File: src/rtl/mem_arbiter_16.sv
// Round-robin arbiter and access sequencer for the shared 4096x16 RAM.
// CPU and host each own a req/ack handshake; host_lock excludes the CPU from arbitration.
module mem_arbiter_16 #(
  parameter int DATA_WIDTH = 16,
  parameter int ADDR_WIDTH = 12
) (
  input  logic                  clk,
  input  logic                  rst,
  input  logic                  cpu_req,
  input  logic                  cpu_we,
  input  logic [ADDR_WIDTH-1:0] cpu_adr,
  input  logic [DATA_WIDTH-1:0] cpu_wdata,
  output logic                  cpu_ack,
  output logic [DATA_WIDTH-1:0] cpu_rdata,
  input  logic                  host_req,
  input  logic                  host_we,
  input  logic [ADDR_WIDTH-1:0] host_adr,
  input  logic [DATA_WIDTH-1:0] host_wdata,
  output logic                  host_ack,
  output logic [DATA_WIDTH-1:0] host_rdata,
  input  logic                  host_lock,
  output logic                  cpu_hold,
  output logic                  ram_we,
  output logic [ADDR_WIDTH-1:0] ram_addr,
  output logic [DATA_WIDTH-1:0] ram_din,
  input  logic [DATA_WIDTH-1:0] ram_dout,
  output logic                  busy,
  output logic                  owner,
  output logic [7:0]            conflict_cnt
);

  typedef enum logic [1:0] {
    S_IDLE    = 2'd0,
    S_ACCESS  = 2'd1,
    S_CAPTURE = 2'd2
  } state_t;

  localparam logic OWN_CPU  = 1'b0;
  localparam logic OWN_HOST = 1'b1;

  state_t                r_state;
  logic                  r_owner;
  logic                  r_last_owner;
  logic                  r_we;
  logic [ADDR_WIDTH-1:0] r_adr;
  logic [DATA_WIDTH-1:0] r_wdata;
  logic                  r_ram_we;
  logic                  r_cpu_ack;
  logic                  r_host_ack;
  logic [DATA_WIDTH-1:0] r_cpu_rdata;
  logic [DATA_WIDTH-1:0] r_host_rdata;
  logic [7:0]            r_conflict_cnt;

  logic                  w_cpu_elig;
  logic                  w_host_elig;
  logic                  w_conflict;
  logic                  w_grant;
  logic                  w_winner;
  logic                  w_win_we;
  logic [ADDR_WIDTH-1:0] w_win_adr;
  logic [DATA_WIDTH-1:0] w_win_wdata;

  // A port whose ack is high this cycle may still hold req, so it is not eligible.
  always_comb begin
    w_cpu_elig  = cpu_req & ~r_cpu_ack & ~host_lock;
    w_host_elig = host_req & ~r_host_ack;
    w_conflict  = w_cpu_elig & w_host_elig;
    w_grant     = w_cpu_elig | w_host_elig;
    w_winner    = w_conflict ? ~r_last_owner : w_host_elig;
    w_win_we    = (w_winner == OWN_HOST) ? host_we    : cpu_we;
    w_win_adr   = (w_winner == OWN_HOST) ? host_adr   : cpu_adr;
    w_win_wdata = (w_winner == OWN_HOST) ? host_wdata : cpu_wdata;
  end

  always_ff @(posedge clk or negedge rst) begin
    if (!rst) begin
      r_state        <= S_IDLE;
      r_owner        <= OWN_CPU;
      r_last_owner   <= OWN_HOST;
      r_we           <= 1'b0;
      r_adr          <= '0;
      r_wdata        <= '0;
      r_ram_we       <= 1'b0;
      r_cpu_ack      <= 1'b0;
      r_host_ack     <= 1'b0;
      r_cpu_rdata    <= '0;
      r_host_rdata   <= '0;
      r_conflict_cnt <= '0;
    end else begin
      r_cpu_ack  <= 1'b0;
      r_host_ack <= 1'b0;
      case (r_state)
        S_IDLE: begin
          if (w_conflict && (r_conflict_cnt != 8'hFF)) begin
            r_conflict_cnt <= r_conflict_cnt + 8'd1;
          end
          if (w_grant) begin
            r_state      <= S_ACCESS;
            r_owner      <= w_winner;
            r_last_owner <= w_winner;
            r_we         <= w_win_we;
            r_adr        <= w_win_adr;
            r_wdata      <= w_win_wdata;
            r_ram_we     <= w_win_we;
          end
        end
        S_ACCESS: begin
          r_state  <= S_CAPTURE;
          r_ram_we <= 1'b0;
        end
        S_CAPTURE: begin
          r_state <= S_IDLE;
          if (r_owner == OWN_HOST) begin
            r_host_ack <= 1'b1;
            if (!r_we) begin
              r_host_rdata <= ram_dout;
            end
          end else begin
            r_cpu_ack <= 1'b1;
            if (!r_we) begin
              r_cpu_rdata <= ram_dout;
            end
          end
        end
        default: begin
          r_state  <= S_IDLE;
          r_ram_we <= 1'b0;
        end
      endcase
    end
  end

  assign cpu_ack      = r_cpu_ack;
  assign cpu_rdata    = r_cpu_rdata;
  assign host_ack     = r_host_ack;
  assign host_rdata   = r_host_rdata;
  assign cpu_hold     = host_lock;
  assign ram_we       = r_ram_we;
  assign ram_addr     = r_adr;
  assign ram_din      = r_wdata;
  assign busy         = (r_state != S_IDLE);
  assign owner        = r_owner;
  assign conflict_cnt = r_conflict_cnt;

endmodule

File: config.mk
export PLATFORM = sky130hd
export DESIGN_NAME = mem_arbiter_16
export DESIGN_NICKNAME = d
export VERILOG_FILES = /design/src/rtl/mem_arbiter_16.sv
export SDC_FILE = /design/constraint.sdc
export NUM_CORES = 1
export LEC_CHECK = 0
export ABC_AREA = 0
export BUFFER_PORTS_ARGS = -buffer_cell sky130_fd_sc_hd__buf_2
export CORE_ASPECT_RATIO = 1.4
export CORE_UTILIZATION = 45
export DETAILED_ROUTE_END_ITERATION = 16
export HOLD_SLACK_MARGIN = 0.15
export PLACE_DENSITY = 0.78
export SYNTH_ARGS = -nofsm -noshare
export SYNTH_HDL_FRONTEND = slang
export SYNTH_SLANG_ARGS = --single-unit
export TNS_END_PERCENT = 10
File: constraint.sdc
create_clock -name clk -period 4.1 [get_ports clk]
set_clock_uncertainty 0.15 [all_clocks]
set_input_delay 0.82 -clock clk [delete_from_list [all_inputs] [get_ports clk]]
set_output_delay 0.82 -clock clk [all_outputs]
set_load 0.02 [all_outputs]
==> results.toml, run 1 <==
[yosys]
mappedNetlistArea_mm2 = 0.003216
yosys_warnings = 0
ys_ff_latch = 76
synth_area_leader_cell = "sky130_fd_sc_hd__dfrtp_1"
synthDistinctLibCells = 27
ys_seq_area_frac = 0.5918
post_synth_inst_count = 251
synth_nets = 331
postSynthAreaPerCell_um2 = 12.81
synth_area_leaders = "sky130_fd_sc_hd__dfrtp_1 58%, sky130_fd_sc_hd__mux2_2 12%, sky130_fd_sc_hd__mux2i_1 9.0%"
synth.top_cell.area_share = 0.5837

[power]
powerDensity_mw_per_mm2 = 780.7
p_sw_frac = 0.4053
ir_worst_vdd_v = 0.0003396
share_seq_of_total_power = 0.393
power.share.clock = 0.164
p_leak_nw = 2.208
power.combinational.fraction = 0.443
power_report.internal_total_mw = 1.975
design_power_total_mw = 3.322
power_switching_mw = 1.346

[clock_tree]
cts-hold-fix-buffers = 0
clkSinkCount = 76
max-clock-path-buffers = 2
cts_resized = 0
htree_num_levels = 3
post-cts-setup-buffer-count = 0
clock_latency_ps = 340
cts.root.buffer_cell = "sky130_fd_sc_hd__clkbuf_8"
cts-buffers-inserted = 9
cts.clk_slew.worst_paths_ps = 80
tritoncts_clock_tree = "built"

[placement]
post_dp_hpwl_um = 4751
place.port_buffers = 152
place_worst_setup_slack_ps = 1400
routabilityCongestion = 0.7528

[floorplanning]
top_level_ports = 153
die-area_mm2 = 0.007492
floorplan.initialDensity = 0.4636
floorplan.die.height_um = 102.0
fp.coreArea_mm2 = 0.006937
rows = 36
die_w_um = 73.44

[global_routing]
grt_start_max_net_pins = 77
grt_first_pass_wirelength_um = 9970
grt_pass1_vias = 2226
grt-ovfl-total = 0
grtUsageTotal = 0.1776
number_of_antenna_violations_at_the_first_check_in_global_routing = 0

[worst_setup_path]
critPathMaxFanout = 5
worstSetupEndpointType = "output pin"
worst_r2r_path_depth = 5
ff2ff_setup_slack_ps = 1880
critical_path.startpoint = "r_state[1]"
worstReg2RegEnd = "ram_din[7]"
crit_required_ps = 3130
cp_data_arrival_time_ps = 1370
worst_r2r_startpoint = "host_ack"
path_class = "register to output pin"
critical_path_sink = "busy"
cp-start-kind = "register"

[finish]
multiInputGateArea_mm2 = 0.001217
nFillCells = 606
antenna-diode-count = 0
num-nets-final = 486
layout-drive-gt1-share = 0.5207
synthToLayoutAreaGrowth_pct = 32.33
layout.area.seq_mm2 = 0.001903

[sta]
unrepaired_setup_endpoints_after_global_routing = "no"
tns_setup_ps = 0
report.final.slew_viol_count = 0
finalHoldViolations = 0
min_period_over_period = 0.5710
finalSetupViolCount = 0
final_worst_path_setup_slack_ps = 1759
timing.slew.headroom = 0.3845
fmax_ghz = 0.4271
fin_crit_ps = 2341
tightest_slew_ps = 923.3

[detailed_routing]
drt.antenna.violating_nets = 0
drt_iter0_drc = 83
avgRoutedWirePerCell_um = 12.80
vias = 2427
number_of_remaining_drc_errors = 0
drt_first_pass_iters = 3
vias_per_cell = 4.796
routed_wirelength_um = 6478

[min_path]
hold_path_class = "register to register"

[run]
max_cap_violations = 0

[outcome]
run_status = "finished, final reports clean"
-- metrics by stage --
stage / cell area (um^2) / instances / hold slack, ps / util
finish: 4255 / 506 / 328.3 / 0.6135
global placement: 4063 / 490 / 305.0 / 0.5857
CTS: 4255 / 506 / 342.0 / 0.6135
floorplan: 3216 / 251 / 297.1 / -
global route: 4255 / 506 / 362.8 / 0.6135
detailed placement: 4063 / 490 / 322.9 / 0.5857
-- critical path: stages, from the launching register on --
cell                      delay (ps)
sky130_fd_sc_hd__dfrtp_1         420
sky130_fd_sc_hd__nor2_1          350
sky130_fd_sc_hd__inv_1           100
sky130_fd_sc_hd__buf_2           170
-- logic make-up after synthesis --
kind of cell | after synthesis | share of synthesized area
flip-flops | 76 | 0.5918
AND/OR/NAND/NOR | 51 | 0.07549
multiplexers | 64 | 0.2128
XOR/XNOR | 7 | 0.01907
AO/OA/AOI/OAI | 34 | 0.06265
adder cells (fa/ha/maj) | 1 | 0.003890
buffers and inverters | 18 | 0.03424
-- synthesized netlist by cell type (all sizes together) --
| master | number |
|---|---|
| a21boi | 1 |
| and2b | 1 |
| and3b | 1 |
| buf | 8 |
| clkbuf | 6 |
| dfrtp | 75 |
| dfstp | 1 |
| ha | 1 |
| inv | 4 |
| mux2 | 35 |
| mux2i | 29 |
| nand2 | 31 |
| nand3 | 3 |
| nand4 | 1 |
| nor2 | 4 |
| nor2b | 4 |
| nor3 | 3 |
| nor3b | 2 |
| o2111ai | 1 |
| o21ai | 32 |
| or3 | 1 |
| xnor2 | 3 |
| xor2 | 4 |
-- how the worst min path moves through the flow --
stage | from | to | slack [ps] | cells past startpoint
3_3_place_gp | ram_din[11] | ram_din[11] | 310 | 2
4_1_cts | ram_din[0] | ram_din[0] | 340 | 2
6_report | ram_addr[9] | ram_addr[9] | 330 | 2
3_5_place_dp | ram_din[9] | ram_din[9] | 320 | 2
5_1_grt | ram_din[0] | ram_din[0] | 360 | 2
2_1_floorplan | r_state[1] | r_state[1] | 300 | 1
-- final cells by class --
type / instances / share of cell area
clock buffers: 10 / 0.02999
clock inverters: 6 / 0.01529
inverters: 4 / 0.003528
well taps: 95 / 0.02793
repair buffers: 158 / 0.1899
flip-flops and latches: 76 / 0.4472
multi-input cells: 157 / 0.2861
-- routing by layer --
| layer | vias up | wire length, um | global-route usage |
|---|---|---|---|
| li1 | 1176 | - | - |
| met1 | 1117 | 2829 | 0.2154 |
| met2 | 121 | 3073 | 0.2879 |
| met3 | 13 | 447 | 0.05523 |
| met4 | 0 | 127 | 0.08136 |
| met5 | - | 0 | 0 |
-- cell usage in the layout, fill, tap and decap left out, types with 7 or more instances in the layout --
cell type / n
sky130_fd_sc_hd__buf_2: 151
sky130_fd_sc_hd__dfrtp_1: 75
sky130_fd_sc_hd__mux2_2: 35
sky130_fd_sc_hd__nand2_1: 31
sky130_fd_sc_hd__o21ai_0: 31
sky130_fd_sc_hd__mux2i_1: 29
sky130_fd_sc_hd__clkbuf_8: 9
sky130_fd_sc_hd__buf_4: 7
-- power by group through the flow --
stage / clock (mW) / sequential [mW] / combinational [mW]
after floorplan: 0 / 1.71 / 0.576
after global placement: 0 / 1.30 / 1.45
after detailed placement: 0 / 1.32 / 1.49
after CTS: 0.565 / 1.31 / 1.49
after global routing: 0.597 / 1.36 / 1.61
final: 0.544 / 1.31 / 1.47
-- state kept, by name, summed over array words and instances (netlist names), 2 cells and up --
register	cells
host_rdata	16
conflict_cnt	8
r_state	2
ram_din	16
ram_addr	12
cpu_rdata	16
Power figures use the tool's default switching activity.
==> inputs of run 2 (changes only) <==
==> constraint.sdc (replaced) <==
create_clock -name clk -period 2.25 [get_ports clk]
set_clock_uncertainty 0.15 [all_clocks]
set_input_delay 0.45 -clock clk [delete_from_list [all_inputs] [get_ports clk]]
set_output_delay 0.45 -clock clk [all_outputs]
set_load 0.02 [all_outputs]
==> results.toml, run 2 (synthesis gave the netlist of run 1 again) <==
[placement]
post_dp_hpwl_um = 4892
routabilityCongestion = 0.7423
place.port_buffers = 152

[global_routing]
grt_first_pass_wirelength_um = 10270
gr-max-usage-layer = "met2"
grt_use_met1 = 0.2151
grtUsageMet2 = 0.2957
grtUsageMet3 = 0.04438
grt-ovfl-total = 0
grt_start_max_net_pins = 57
grtUsageTotal = 0.1823
number_of_antenna_violations_at_the_first_check_in_global_routing = 0
grt_pass1_vias = 2340

[detailed_routing]
number_of_remaining_drc_errors = 0
routed_wirelength_um = 6523
drt.antenna.violating_nets = 0
vias_per_cell = 4.844
avgRoutedWirePerCell_um = 12.84
drt_first_pass_iters = 4
drt_iter0_drc = 54
vias = 2461

[min_path]
hold_path_class = "input port to register"
min_path_cells = 2

[finish]
layout-drive-gt1-share = 0.5133
antenna-diode-count = 0
nFillCells = 595
synthToLayoutAreaGrowth_pct = 33.11
num-nets-final = 488
final_cell_mix = "151 x sky130_fd_sc_hd__buf_2, 75 x sky130_fd_sc_hd__dfrtp_1, 35 x sky130_fd_sc_hd__mux2_2"
layout.cells.most_common = "sky130_fd_sc_hd__buf_2"

[floorplanning]
top_level_ports = 153
floorplan.initialDensity = 0.4636
rows = 36
floorplan.die.height_um = 102.0
fp.coreArea_mm2 = 0.006937
die-area_mm2 = 0.007492
die_w_um = 73.44

[worst_setup_path]
crit_required_ps = 1650
cp_data_arrival_time_ps = 1330
worst_r2r_path_depth = 5
cp-start-kind = "register"
worstSetupEndpointType = "output pin"
path_class = "register to output pin"
critPathMaxFanout = 5

[clock_tree]
clkSinkCount = 76
clock_latency_ps = 330
cts.root.buffer_cell = "sky130_fd_sc_hd__clkbuf_8"
post-cts-setup-buffer-count = 0
tritoncts_clock_tree = "built"
cts_resized = 0
cts-hold-fix-buffers = 1
htree_num_levels = 3
cts-buffers-inserted = 9
cts.clk_slew.worst_paths_ps = 70
max-clock-path-buffers = 2

[sta]
finalHoldViolations = 0
timing.slew.headroom = 0.7030
report.final.slew_viol_count = 0
tns_setup_ps = 0
hold-worst-slack_ps = 207.7
fmax_ghz = 0.5175
min_period_over_period = 0.8588
fin_crit_ps = 1932
tightest_slew_ps = 445.5
unrepaired_setup_endpoints_after_global_routing = "no"
finalSetupViolCount = 0

[power]
power_switching_mw = 2.424
ir_worst_vdd_v = 0.0007249
power_report.internal_total_mw = 3.557
powerDensity_mw_per_mm2 = 1397
share_seq_of_total_power = 0.397
power.share.clock = 0.146
power.combinational.fraction = 0.457
p_sw_frac = 0.4052
p_leak_nw = 2.220

[run]
max_cap_violations = 0

[outcome]
run_status = "finished, final reports clean"
-- run 2: cell types whose count changed in the layout (fill, tap and decap cells not counted), sizes merged --
cell,delta
clkinv,-2
buf,+1
dlygate4sd3,+1
clkbuf,+4
bufinv,-1
clkinvlp,-1
-- run 2: per-stage QoR --
step	util	std cells	setup slack (ps)	total power [mW]	instance area [um^2]
after floorplan	-	251	484.8	4.167	3216
after global placement	0.5922	491	279.0	5.079	4108
after detailed placement	0.5922	491	247.5	5.170	4108
after CTS	0.6171	508	271.7	6.071	4280
after global routing	0.6171	508	221.1	6.418	4280
final	0.6171	508	317.7	5.981	4280
-- run 2: area by class of cell --
cell class | count | area [um^2] | area share
clock buffer | 14 | 152.6 | 0.03566
clock inverter | 2 | 10.01 | 0.002338
inverter | 4 | 15.01 | 0.003508
multi-input combinational | 157 | 1217 | 0.2844
sequential | 76 | 1903 | 0.4446
tap | 95 | 118.9 | 0.02777
timing repair buffer | 160 | 863.3 | 0.2017
-- run 2: worst max-delay path, stage by stage (launching register included) --
cell,delay (ps)
sky130_fd_sc_hd__dfrtp_1,410
sky130_fd_sc_hd__nor2_1,230
sky130_fd_sc_hd__buf_4,170
sky130_fd_sc_hd__inv_1,40
sky130_fd_sc_hd__buf_2,150
-- run 2: final timing paths --
kind                                   start        endpoint  slack (ps)
worst max register to register      host_ack    ram_addr[10]         350
worst min-delay path            ram_dout[14]  host_rdata[14]         210
worst max-delay path              r_state[1]            busy         320
min in group asynchronous                rst     ram_addr[4]         440
max in group asynchronous                rst    r_last_owner         860
worst min register to register   ram_addr[9]     ram_addr[9]         330
-- run 2: metal layers --
metal | wire length [um] | part of all wire | up-vias
met1 | 2714 | 0.42 | 1150
met5 | 0 | 0 | -
met2 | 3164 | 0.49 | 118
met4 | 154 | 0.024 | 0
li1 | - | - | 1178
met3 | 490 | 0.075 | 15
-- run 2: power groups by stage --
| stage | logic [mW] | registers (mW) | clock network, mW |
|---|---|---|---|
| finish | 2.73 | 2.37 | 0.873 |
| global route | 2.98 | 2.47 | 0.963 |
| CTS | 2.77 | 2.38 | 0.917 |
| detailed placement | 2.77 | 2.40 | 0 |
| global placement | 2.70 | 2.38 | 0 |
| floorplan | 1.05 | 3.12 | 0 |
==> inputs of run 3 (changes only) <==
--- a/config.mk
+++ b/config.mk
@@ -8,10 +8,9 @@
 export ABC_AREA = 0
 export BUFFER_PORTS_ARGS = -buffer_cell sky130_fd_sc_hd__buf_2
 export CORE_ASPECT_RATIO = 1.4
-export CORE_UTILIZATION = 45
+export CORE_UTILIZATION = 27
 export DETAILED_ROUTE_END_ITERATION = 16
 export HOLD_SLACK_MARGIN = 0.15
-export PLACE_DENSITY = 0.78
 export SYNTH_ARGS = -nofsm -noshare
 export SYNTH_HDL_FRONTEND = slang
 export SYNTH_SLANG_ARGS = --single-unit
==> results.toml, run 3 (synthesis gave the netlist of run 1 again) <==
[floorplanning]
rows = 46
floorplan.initialDensity = 0.2808
fp.coreArea_mm2 = 0.01145
floorplan.die.height_um = 131.1
top_level_ports = 153
die-area_mm2 = 0.01236
die_w_um = 94.23

[global_routing]
grt-ovfl-total = 0
grt_start_max_net_pins = 43
grtUsageTotal = 0.1261
grt_first_pass_wirelength_um = 12190
grt_use_met1 = 0.1458
number_of_antenna_violations_at_the_first_check_in_global_routing = 0
gr-max-usage-layer = "met2"
grtUsageMet3 = 0.04051
grt_pass1_vias = 2491
grtUsageMet2 = 0.2130

[power]
ir_worst_vdd_v = 0.0005834
share_seq_of_total_power = 0.361
power_report.internal_total_mw = 4.035
p_sw_frac = 0.3866
power.share.clock = 0.222
power.combinational.fraction = 0.417
powerDensity_mw_per_mm2 = 1467
power_switching_mw = 2.543
p_leak_nw = 2.284

[detailed_routing]
routed_wirelength_um = 7405
avgRoutedWirePerCell_um = 13.29
drt_iter0_drc = 30
drt.antenna.violating_nets = 0
drt_first_pass_iters = 2
vias = 2419
vias_per_cell = 4.343
number_of_remaining_drc_errors = 0

[clock_tree]
max-clock-path-buffers = 2
cts-buffers-inserted = 9
cts.root.buffer_cell = "sky130_fd_sc_hd__clkbuf_16"
cts_resized = 0
cts.clk_slew.worst_paths_ps = 60
htree_num_levels = 3
clock_latency_ps = 320
tritoncts_clock_tree = "built"
clkSinkCount = 76

[finish]
antenna-diode-count = 0
layout-drive-gt1-share = 0.5206
post-route-util = 0.3914
final_cell_mix = "151 x sky130_fd_sc_hd__buf_2, 75 x sky130_fd_sc_hd__dfrtp_1, 35 x sky130_fd_sc_hd__mux2_2"
num-nets-final = 488
layout.cells.most_common = "sky130_fd_sc_hd__buf_2"
synthToLayoutAreaGrowth_pct = 39.42

[min_path]
min_delay_startpoint = "ram_dout[7]"
hold_path_class = "input port to register"

[run]
max_cap_violations = 0

[sta]
report.final.slew_viol_count = 0
finalHoldViolations = 0
hold-worst-slack_ps = 216.6
fmax_ghz = 0.4996
unrepaired_setup_endpoints_after_global_routing = "no"
tightest_slew_ps = 535.3
tns_setup_ps = 0
fin_crit_ps = 2002
min_period_over_period = 0.8897
timing.slew.headroom = 0.6418
finalSetupViolCount = 0

[worst_setup_path]
cp-start-kind = "register"
worst_r2r_startpoint = "r_state[1]"
path_class = "register to output pin"
critPathMaxFanout = 5
critical_path.startpoint = "r_state[1]"
worstSetupEndpointType = "output pin"
cp_data_arrival_time_ps = 1400
crit_required_ps = 1650

[placement]
routabilityCongestion = 0.7108
place.port_buffers = 152
post_dp_hpwl_um = 5531

[outcome]
run_status = "finished, final reports clean"
run 3: power groups by stage:
stage          registers (mW)  logic [mW]  clock network (mW)
2_1_floorplan            3.12        1.05                   0
3_3_place_gp             2.39        2.73                   0
3_5_place_dp             2.40        2.79                   0
4_1_cts                  2.39        2.79                1.52
5_1_grt                  2.47        3.00                1.56
6_report                 2.38        2.74                1.46
run 3: final timing paths:
check / depth (start not counted) / endpoint / slack, ps
setup / recovery: 3 / busy / 250
hold / removal: 2 / cpu_rdata[7] / 220
setup reg to reg: 4 / conflict_cnt[4] / 430
hold reg to reg: 2 / ram_din[13] / 330
max in group asynchronous: 3 / host_rdata[3] / 880
min in group asynchronous: 2 / cpu_rdata[7] / 490
run 3: worst max-delay path: stages (launching register included):
cell                      delay, ps
sky130_fd_sc_hd__dfrtp_1        420
sky130_fd_sc_hd__nor2_1         380
sky130_fd_sc_hd__inv_1          110
sky130_fd_sc_hd__buf_2          180
run 3: per-stage QoR:
step	total power [mW]	area [um^2]	setup WS, ps	cells
after floorplan	4.167	3216	484.8	251
after global routing	7.032	4483	176.0	557
final	6.578	4483	248.2	557
after global placement	5.121	4169	264.0	540
after detailed placement	5.194	4169	218.5	540
after CTS	6.699	4483	182.9	557
run 3: timing repair:
action	4_1_cts	5_1_grt
endpoints found under the setup margin	0	0
hold buffers	1	0
hold endpoints to repair	36	0
setup buffers	0	0
run 3: final cells by class:
class | count | area, um^2
repair buffers | 160 | 863.3
flip-flops and latches | 76 | 1903
multi-input cells | 157 | 1217
well taps | 144 | 180.2
inverters | 4 | 15.01
clock inverters | 4 | 47.55
clock buffers | 12 | 256.5
fillers | 1156 | 6970
run 3: per-layer routing:
metal	share of wire	vias to the layer above
li1	-	1179
met1	0.41	1132
met2	0.50	99
met3	0.074	9
met4	0.015	0
met5	0	-
